--- src/rtl/lc3b_types.sv ---
// Shared LC-3b cache types: word/line/offset geometry and the line reader state encoding.
package lc3b_types;

  typedef logic [15:0]  lc3b_word;
  typedef logic [127:0] lc3b_c_line;
  typedef logic [2:0]   lc3b_c_offset;

  localparam int unsigned LC3B_C_WORDS = 8;

  typedef enum logic [0:0] {
    IDLE = 1'b0,
    SEND = 1'b1
  } lc3b_lr_state_t;

endpackage

--- src/rtl/line_reader_if.sv ---
// Load-side and word-side handshake bundle of the line reader.
interface line_reader_if;
  import lc3b_types::*;

  lc3b_c_line   line_in;
  lc3b_c_offset start_offset;
  logic         load_valid;
  logic         load_ready;
  logic         abort;
  lc3b_word     word_out;
  lc3b_c_offset word_offset;
  logic         word_valid;
  logic         word_ready;
  logic         word_last;
  logic         busy;

  // Producer of lines and consumer of words.
  modport master (
    output line_in, start_offset, load_valid, abort, word_ready,
    input  load_ready, word_out, word_offset, word_valid, word_last, busy
  );

  modport slave (
    input  line_in, start_offset, load_valid, abort, word_ready,
    output load_ready, word_out, word_offset, word_valid, word_last, busy
  );

endinterface

--- src/rtl/line_word_select.sv ---
// Combinational word mux: picks word `offset_i` out of a cache line.
module line_word_select
  import lc3b_types::*;
(
  input  lc3b_c_line   line_i,
  input  lc3b_c_offset offset_i,
  output lc3b_word     word_o
);

  assign word_o = line_i[{offset_i, 4'b0000} +: 16];

endmodule

--- src/rtl/line_reader.sv ---
// Streams a 128-bit line as eight 16-bit words, critical word first, wrapping modulo 8.
module line_reader
  import lc3b_types::*;
(
  input  logic          clk,
  input  logic          reset,
  line_reader_if.slave  bus
);

  localparam lc3b_c_offset LastCnt = 3'(LC3B_C_WORDS - 1);

  lc3b_lr_state_t state_q;
  lc3b_c_line     line_q;
  lc3b_c_offset   ptr_q;
  logic [2:0]     cnt_q;

  logic cnt_last;
  logic load_ready;
  logic load;

  assign cnt_last = (cnt_q == LastCnt);

  // Accepting during the last beat lets consecutive lines stream without a bubble.
  assign load_ready = !bus.abort &&
                      ((state_q == IDLE) || ((state_q == SEND) && cnt_last && bus.word_ready));
  assign load       = bus.load_valid && load_ready;

  always_ff @(posedge clk) begin
    if (reset) begin
      state_q <= IDLE;
      line_q  <= '0;
      ptr_q   <= '0;
      cnt_q   <= '0;
    end else if (bus.abort) begin
      state_q <= IDLE;
      cnt_q   <= '0;
    end else begin
      unique case (state_q)
        IDLE: begin
          if (load) begin
            line_q  <= bus.line_in;
            ptr_q   <= bus.start_offset;
            cnt_q   <= '0;
            state_q <= SEND;
          end
        end
        SEND: begin
          if (bus.word_ready) begin
            if (!cnt_last) begin
              ptr_q <= ptr_q + 3'd1;
              cnt_q <= cnt_q + 3'd1;
            end else if (load) begin
              line_q <= bus.line_in;
              ptr_q  <= bus.start_offset;
              cnt_q  <= '0;
            end else begin
              state_q <= IDLE;
            end
          end
        end
        default: state_q <= IDLE;
      endcase
    end
  end

  line_word_select u_sel (
    .line_i   (line_q),
    .offset_i (ptr_q),
    .word_o   (bus.word_out)
  );

  assign bus.load_ready  = load_ready;
  assign bus.word_offset = ptr_q;
  assign bus.word_valid  = (state_q == SEND);
  assign bus.word_last   = (state_q == SEND) && cnt_last;
  assign bus.busy        = (state_q == SEND);

endmodule

--- src/flat_wrapper.sv ---
// flat-port wrapper written by rule: the top's interface ports become plain ports
module line_reader_flat import lc3b_types::*;
  (clk, reset, bus_line_in, bus_start_offset, bus_load_valid, bus_abort, bus_word_ready, bus_load_ready, bus_word_out, bus_word_offset, bus_word_valid, bus_word_last, bus_busy);
  line_reader_if bus_i ();
  input  logic clk;
  input  logic reset;
  input wire logic [$bits(bus_i.line_in)-1:0] bus_line_in;
  input wire logic [$bits(bus_i.start_offset)-1:0] bus_start_offset;
  input wire logic [$bits(bus_i.load_valid)-1:0] bus_load_valid;
  input wire logic [$bits(bus_i.abort)-1:0] bus_abort;
  input wire logic [$bits(bus_i.word_ready)-1:0] bus_word_ready;
  output wire logic [$bits(bus_i.load_ready)-1:0] bus_load_ready;
  output wire logic [$bits(bus_i.word_out)-1:0] bus_word_out;
  output wire logic [$bits(bus_i.word_offset)-1:0] bus_word_offset;
  output wire logic [$bits(bus_i.word_valid)-1:0] bus_word_valid;
  output wire logic [$bits(bus_i.word_last)-1:0] bus_word_last;
  output wire logic [$bits(bus_i.busy)-1:0] bus_busy;
  assign bus_i.line_in = bus_line_in;
  assign bus_i.start_offset = bus_start_offset;
  assign bus_i.load_valid = bus_load_valid;
  assign bus_i.abort = bus_abort;
  assign bus_i.word_ready = bus_word_ready;
  assign bus_load_ready = bus_i.load_ready;
  assign bus_word_out = bus_i.word_out;
  assign bus_word_offset = bus_i.word_offset;
  assign bus_word_valid = bus_i.word_valid;
  assign bus_word_last = bus_i.word_last;
  assign bus_busy = bus_i.busy;
  line_reader u_core (.clk(clk), .reset(reset), .bus(bus_i));
endmodule
--- config.mk ---
export PLATFORM = sky130hd
export DESIGN_NAME = line_reader_flat
export DESIGN_NICKNAME = d
export VERILOG_FILES = /design/src/rtl/lc3b_types.sv /design/src/rtl/line_reader_if.sv /design/src/rtl/line_word_select.sv /design/src/rtl/line_reader.sv /design/src/flat_wrapper.sv
export SDC_FILE = /design/constraint.sdc
export NUM_CORES = 1
export LEC_CHECK = 0
export BUFFER_PORTS_ARGS = -buffer_cell sky130_fd_sc_hd__buf_2
export CORE_ASPECT_RATIO = 0.9
export CORE_UTILIZATION = 47
export CTS_CLUSTER_SIZE = 20
export DETAILED_ROUTE_END_ITERATION = 7
export GPL_TIMING_DRIVEN = 0
export MAX_ROUTING_LAYER = met4
export PLACE_DENSITY = 0.76
export SYNTH_ARGS = -nofsm -noshare
export SYNTH_HDL_FRONTEND = slang
export SYNTH_SLANG_ARGS = --single-unit
--- constraint.sdc ---
create_clock -name clk -period 1.8 [get_ports clk]
set_clock_uncertainty 0.1 [all_clocks]
set_input_delay 0.36 -clock clk [delete_from_list [all_inputs] [get_ports clk]]
set_output_delay 0.36 -clock clk [all_outputs]
set_load 0.02 [all_outputs]
After elaboration in Yosys (flattened, before gate mapping)
Index checks and enable logic that the tools add are counted.

word-level totals
  logic and storage cells = 37
  memories kept = 0
  latch bits = 0
  input port bits = 136
  output and inout bits = 23
  flip-flop bits (word level) = 135
  memory bits (writable) = 0
  ROM bits = 0

cells by class
  order comparisons = 0
  divide/modulo/power cells = 0
  bitwise gates (word level) = 2
  $add $sub $neg = 2
  shift-type cells = 1
  eq/ne operators = 3
  multiply operators = 0
  multiplexer cells = 16
  reductions and logical operators = 9

operators by type and width
  operator                                       count
  2-to-1 mux 128 bit                             3
  one-hot mux 128 bit (2 select lines)           1
  variable part select 128 x 8 -> 16 bit         1
  2-to-1 mux 3 bit                               6
  one-hot mux 3 bit (2 select lines)             2
  adder 3 x 1 -> 3 bit (second input constant)   2
  logical AND 1 bit                              4
  inequality test 2 bit (second input constant)  2
  == test 3 bit (second input constant)          1
  2-to-1 mux 1 bit                               3
  AND reduction 3 bit                            1
  inverter 1 bit                                 2
  one-hot mux 1 bit (2 select lines)             1
  AND reduction 2 bit                            1
  OR reduction 2 bit                             1
  logical NOT 1 bit                              1
  logical OR 1 bit                               1

Depth between registers and ports, before layout
  word-level depth = 10
  mapped depth = 9
  gate-level depth less buffers = 6

By module
Synthesis repeated with hierarchy kept, for this count alone.

second synthesis, totals
  cell total of the unflattened synthesis = 659
  area total of the unflattened synthesis = 5905.7 um2

modules (own cells, without submodules)
  module            sequential area each (um2)  times used  cells each  area an instance (um2)
  line_reader       2702.6                      1           602         4834.6
  line_word_select  0.0                         1           57          1071.0

Worst setup path after synthesis
OpenSTA, ideal clock, no wires.

  path type = register to output
  start = register u_core.ptr_q[0] (netlist: u_core.bus.word_offset[0])
  end = output port bus_word_out[2]
  slack = -0.290 ns
  data arrival time = 1.630 ns
  path buffers = 2
  data required time = 1.340 ns
  cell stages (with the launch flop) = 6
  cells stage by stage = dfxtp_1 > buf_2 > buf_4 > mux4_2 > nand2_1 > nand2_1

on the way
  longest elaborated chain between the ends = 1

RTL lines
  item                                    line                    source
  start: declaration                      line_reader.sv:14       lc3b_c_offset ptr_q;
  start signal: assignment                line_reader.sv:42       ptr_q <= bus.start_offset;
  start signal: assignment                line_reader.sv:50       ptr_q <= ptr_q + 3'd1;
  start signal: assignment                line_reader.sv:54       ptr_q <= bus.start_offset;
  variable part select 128 x 8 -> 16 bit  line_word_select.sv:10  assign word_o = line_i[{offset_i, 4'b0000} +: 16];
  end: declaration                        flat_wrapper.sv:13      output wire logic [$bits(bus_i.word_out)-1:0] bus_word_out;

No other way between the ends.

Final worst setup path
  start = register u_core.ptr_q[2] (netlist: u_core.bus.word_offset[2])
  end = output port bus_word_out[12]

Same word-level chain as after synthesis.

==> qor.txt <==
worst vdd ir: 0.8184 mV
Slowest cell on crit path: dfxtp_1
Worst path most repeated cell: buf_2
initial core utilization: 48.27%
final wirelength: 27300 um
vias: 6835
CTS buffer count: 17
crit path DAT: 2040 ps
area leader, netlist: dfxtp_1
Slew Limit Fails: 0
P_sw: 2.464 mW
Reg clk slew, reported paths: 60 ps
vias in the first global route: 6388
sw frac: 28.83%
Die Width: 119.2 um
Nets: 1052
Syn. warnings: 0
drt pass-1 iters: 7
failing checks: setup timing
Max Cap Viol: 0
fin crit share: 138.8%
PortBufs: 157
cell internal pwr: 6.082 mW
clock power share: 42.0%
Sequential Area: 2709 um^2
critical path's top delay family: buffers and inverters
dpl hpwl: 12540 um
worst setup margin: -698.3 ps
Remaining Overflow, GRT: 0
setup TNS: -38600 ps
H-tree Lvls: 4
total power: 8.545 mW
final non-filler cell total: 1085
pin count of the biggest net entering global routing: 17
critical path peak fanout: 10
CP cell instances: buf_2 > clkinvlp_4 > buf_2 > nand2_1 > nand2_2 > buf_6
worst hold path class: primary input to flop
worst-margin pin slew: 1077 ps
WP depth: 6
CP bufs+invs: 4
Die ar.: 12800 um^2
synth top area cells: dfxtp_1 47%, nand2_1 20%, mux4_2 12%
ANT cells: 0
Placed Cells incl. Taps: 1014
CP peak stage delay: 320 ps
hold buffers post-CTS: 0
die height: 107.5 um
# clock sinks: 135
status: finished with violations
Avg Synthesized Cell Area: 8.331 um^2
initial antenna violation count: 0
WL/cell: 25.16 um
share of cells above drive strength 1: 64.22%
Startpoint Class: flop
crit path kind: flop to output pin
area grow syn2layout: 70.85%
io pins: 159
sequential-to-total area share from yosys stat: 46.54%
DRT iter0 DRCs: 860
via/cell ratio: 6.300
CP endpoint kind: output pin
count of cell types in the netlist: 29
Worst R2R Setup Slack: -410 ps
Total GRT Usage: 37.44%
clk_lat worst skew: 440 ps
combinational power share: 19.4%
Multi-input gate area: 4252 um^2
Worst setup startpoint: u_core.bus.word_offset[2]$_SDFFE_PP0P_
required time worst endpoint: 1340 ps
Setup Viol. Count Final: 149
Achievable Freq: 0.4003 GHz
r2r endpoint: u_core.line_q[28]$_SDFFE_PP0P_
leak pwr: 4.071 nW
r2r startpoint: u_core.cnt_q[0]$_SDFFE_PP0N_
FF-to-FF path depth: 12
Final Critical Period: 2498 ps
Syn Nets: 836
CTS tree: yes
RSZ-0062 raised after global routing: yes
drt drc: 0
Seq pwr share: 38.6%
Final Hold Violating Endpoints: 0
ANT nets after route: 0
pre-CTS worst setup slack: -245.7 ps
Max clock buf depth: 2
global-route wire length before repair: 34330 um
Mapped Cells: 697
Core ar.: 12030 um^2
fillers: 571
Yosys top cell area share: 46.54%
PwrDens: 861.4 nW/um^2
Synth Cell Area: 5807 um^2
Slew headroom: 28.20%
FF+latch count, synth: 135
Worst setup endpoint: bus_word_out[12]
RD Place Congestion: 0.8965
Rows: 38
Clock Tree Root: clkbuf_16
-- cell families after synthesis --
kind of cell	Yosys count	share of synthesized area (%)
multiplexers	32	12.41
AO/OA/AOI/OAI	143	12.91
flip-flops	135	46.54
buffers and inverters	60	6.141
adder cells (fa/ha/maj)	3	0.6465
AND/OR/NAND/NOR	324	21.35
-- worst min-delay path by stage --
| stage | startpoint | endpoint | slack, ps | cells past startpoint |
|---|---|---|---|---|
| after floorplan | u_core.line_q[100]$_SDFFE_PP0P_ | u_core.line_q[100]$_SDFFE_PP0P_ | 330 | 2 |
| after global placement | u_core.line_q[96]$_SDFFE_PP0P_ | u_core.line_q[96]$_SDFFE_PP0P_ | 340 | 2 |
| after detailed placement | u_core.line_q[96]$_SDFFE_PP0P_ | u_core.line_q[96]$_SDFFE_PP0P_ | 340 | 2 |
| after CTS | bus_line_in[77] | u_core.line_q[77]$_SDFFE_PP0P_ | 70 | 3 |
| after global routing | bus_line_in[70] | u_core.line_q[70]$_SDFFE_PP0P_ | 70 | 3 |
| final | bus_line_in[109] | u_core.line_q[109]$_SDFFE_PP0P_ | 60 | 3 |
-- worst reg2reg max path: cells and delay by family, from the launching register on --
family,cells,cell delay [ps]
adder cells (fa/ha/maj),2,330
AO/OA/AOI/OAI,2,350
AND/OR/NAND/NOR,2,220
buffers and inverters,6,780
flip-flops,1,340
-- power by group through the flow --
stage	registers (mW)	clock network, mW	logic [mW]
4_1_cts	3.23	3.45	1.33
6_report	3.30	3.59	1.65
3_5_place_dp	3.27	0	0.940
3_3_place_gp	3.26	0	0.933
5_1_grt	3.30	3.68	1.71
2_1_floorplan	3.25	0	0.587
-- synth_stat cells, drive strengths merged --
library cell and count:
nand2 306, dfxtp 135, a21oi 130, buf 37
mux4 32, clkbuf 20, nor2 6, nor3 6
ha 3, o21ai 3, a211oi 2, a32oi 2
inv 2, nand2b 2, a2111oi 1, a21boi 1
a21o 1, a22o 1, a311oi 1, and2 1
and2b 1, clkinv 1, nor2b 1, o22ai 1
or2 1
-- registers in the layout (all words and copies together), names as in the netlist --
register,flops
u_core.bus.busy,1
u_core.cnt_q,3
u_core.line_q,128
u_core.bus.word_offset,3
-- layout by cell type, fill, tap and decap left out, types with 2 or more instances in the layout --
master / instances
bufinv_16: 2
buf_6: 25
clkbuf_8: 6
clkbuf_1: 16
nor2_1: 6
nor3_2: 2
buf_12: 28
clkinv_2: 4
dfxtp_1: 132
nand2b_1: 2
nand2_2: 41
a21oi_1: 12
clkbuf_2: 3
buf_16: 8
inv_1: 2
ha_4: 2
a21oi_2: 118
buf_2: 151
dfxtp_2: 2
a32oi_1: 2
buf_4: 15
nor3_1: 4
a211oi_2: 2
clkbuf_4: 2
clkbuf_16: 20
clkinvlp_4: 2
mux4_2: 32
buf_8: 3
nand2_4: 118
nand2_1: 147
-- timing repair --
action / CTS / global route
gates cloned: 15 / 3
buffers inserted: 21 / 15
pin swaps: 212 / 56
endpoints found under the setup margin: 142 / 142
resized for setup: 276 / 253
-- stage by stage --
step                      instance area [um^2]  util [%]  hold slack (ps)
after floorplan                           5901         -            333.1
after global placement                    6887     57.25            338.3
after detailed placement                  6887     57.25            343.1
after CTS                                 8991     74.75            72.23
after global routing                      9921     82.47            73.14
final                                     9921     82.47            59.18
-- area by class of cell --
class	count	share of cell area, %
Clock buffer	23	4.919
Inverter	3	0.1513
Buffer	53	5.133
Multi-Input combinational cell	502	42.86
Tap cell	160	2.018
Timing Repair Buffer	201	16.65
Sequential cell	135	27.30
Clock inverter	8	0.9711
-- layer usage --
metal / track usage [%] / wire, um / up-vias
li1: - / - / 2771
met1: 46.38 / 10020 / 3227
met2: 56.81 / 12330 / 644
met3: 7.839 / 2985 / 193
met4: 21.97 / 1965 / 0
met5: - / 0 / -
Power figures use the tool's default switching activity.
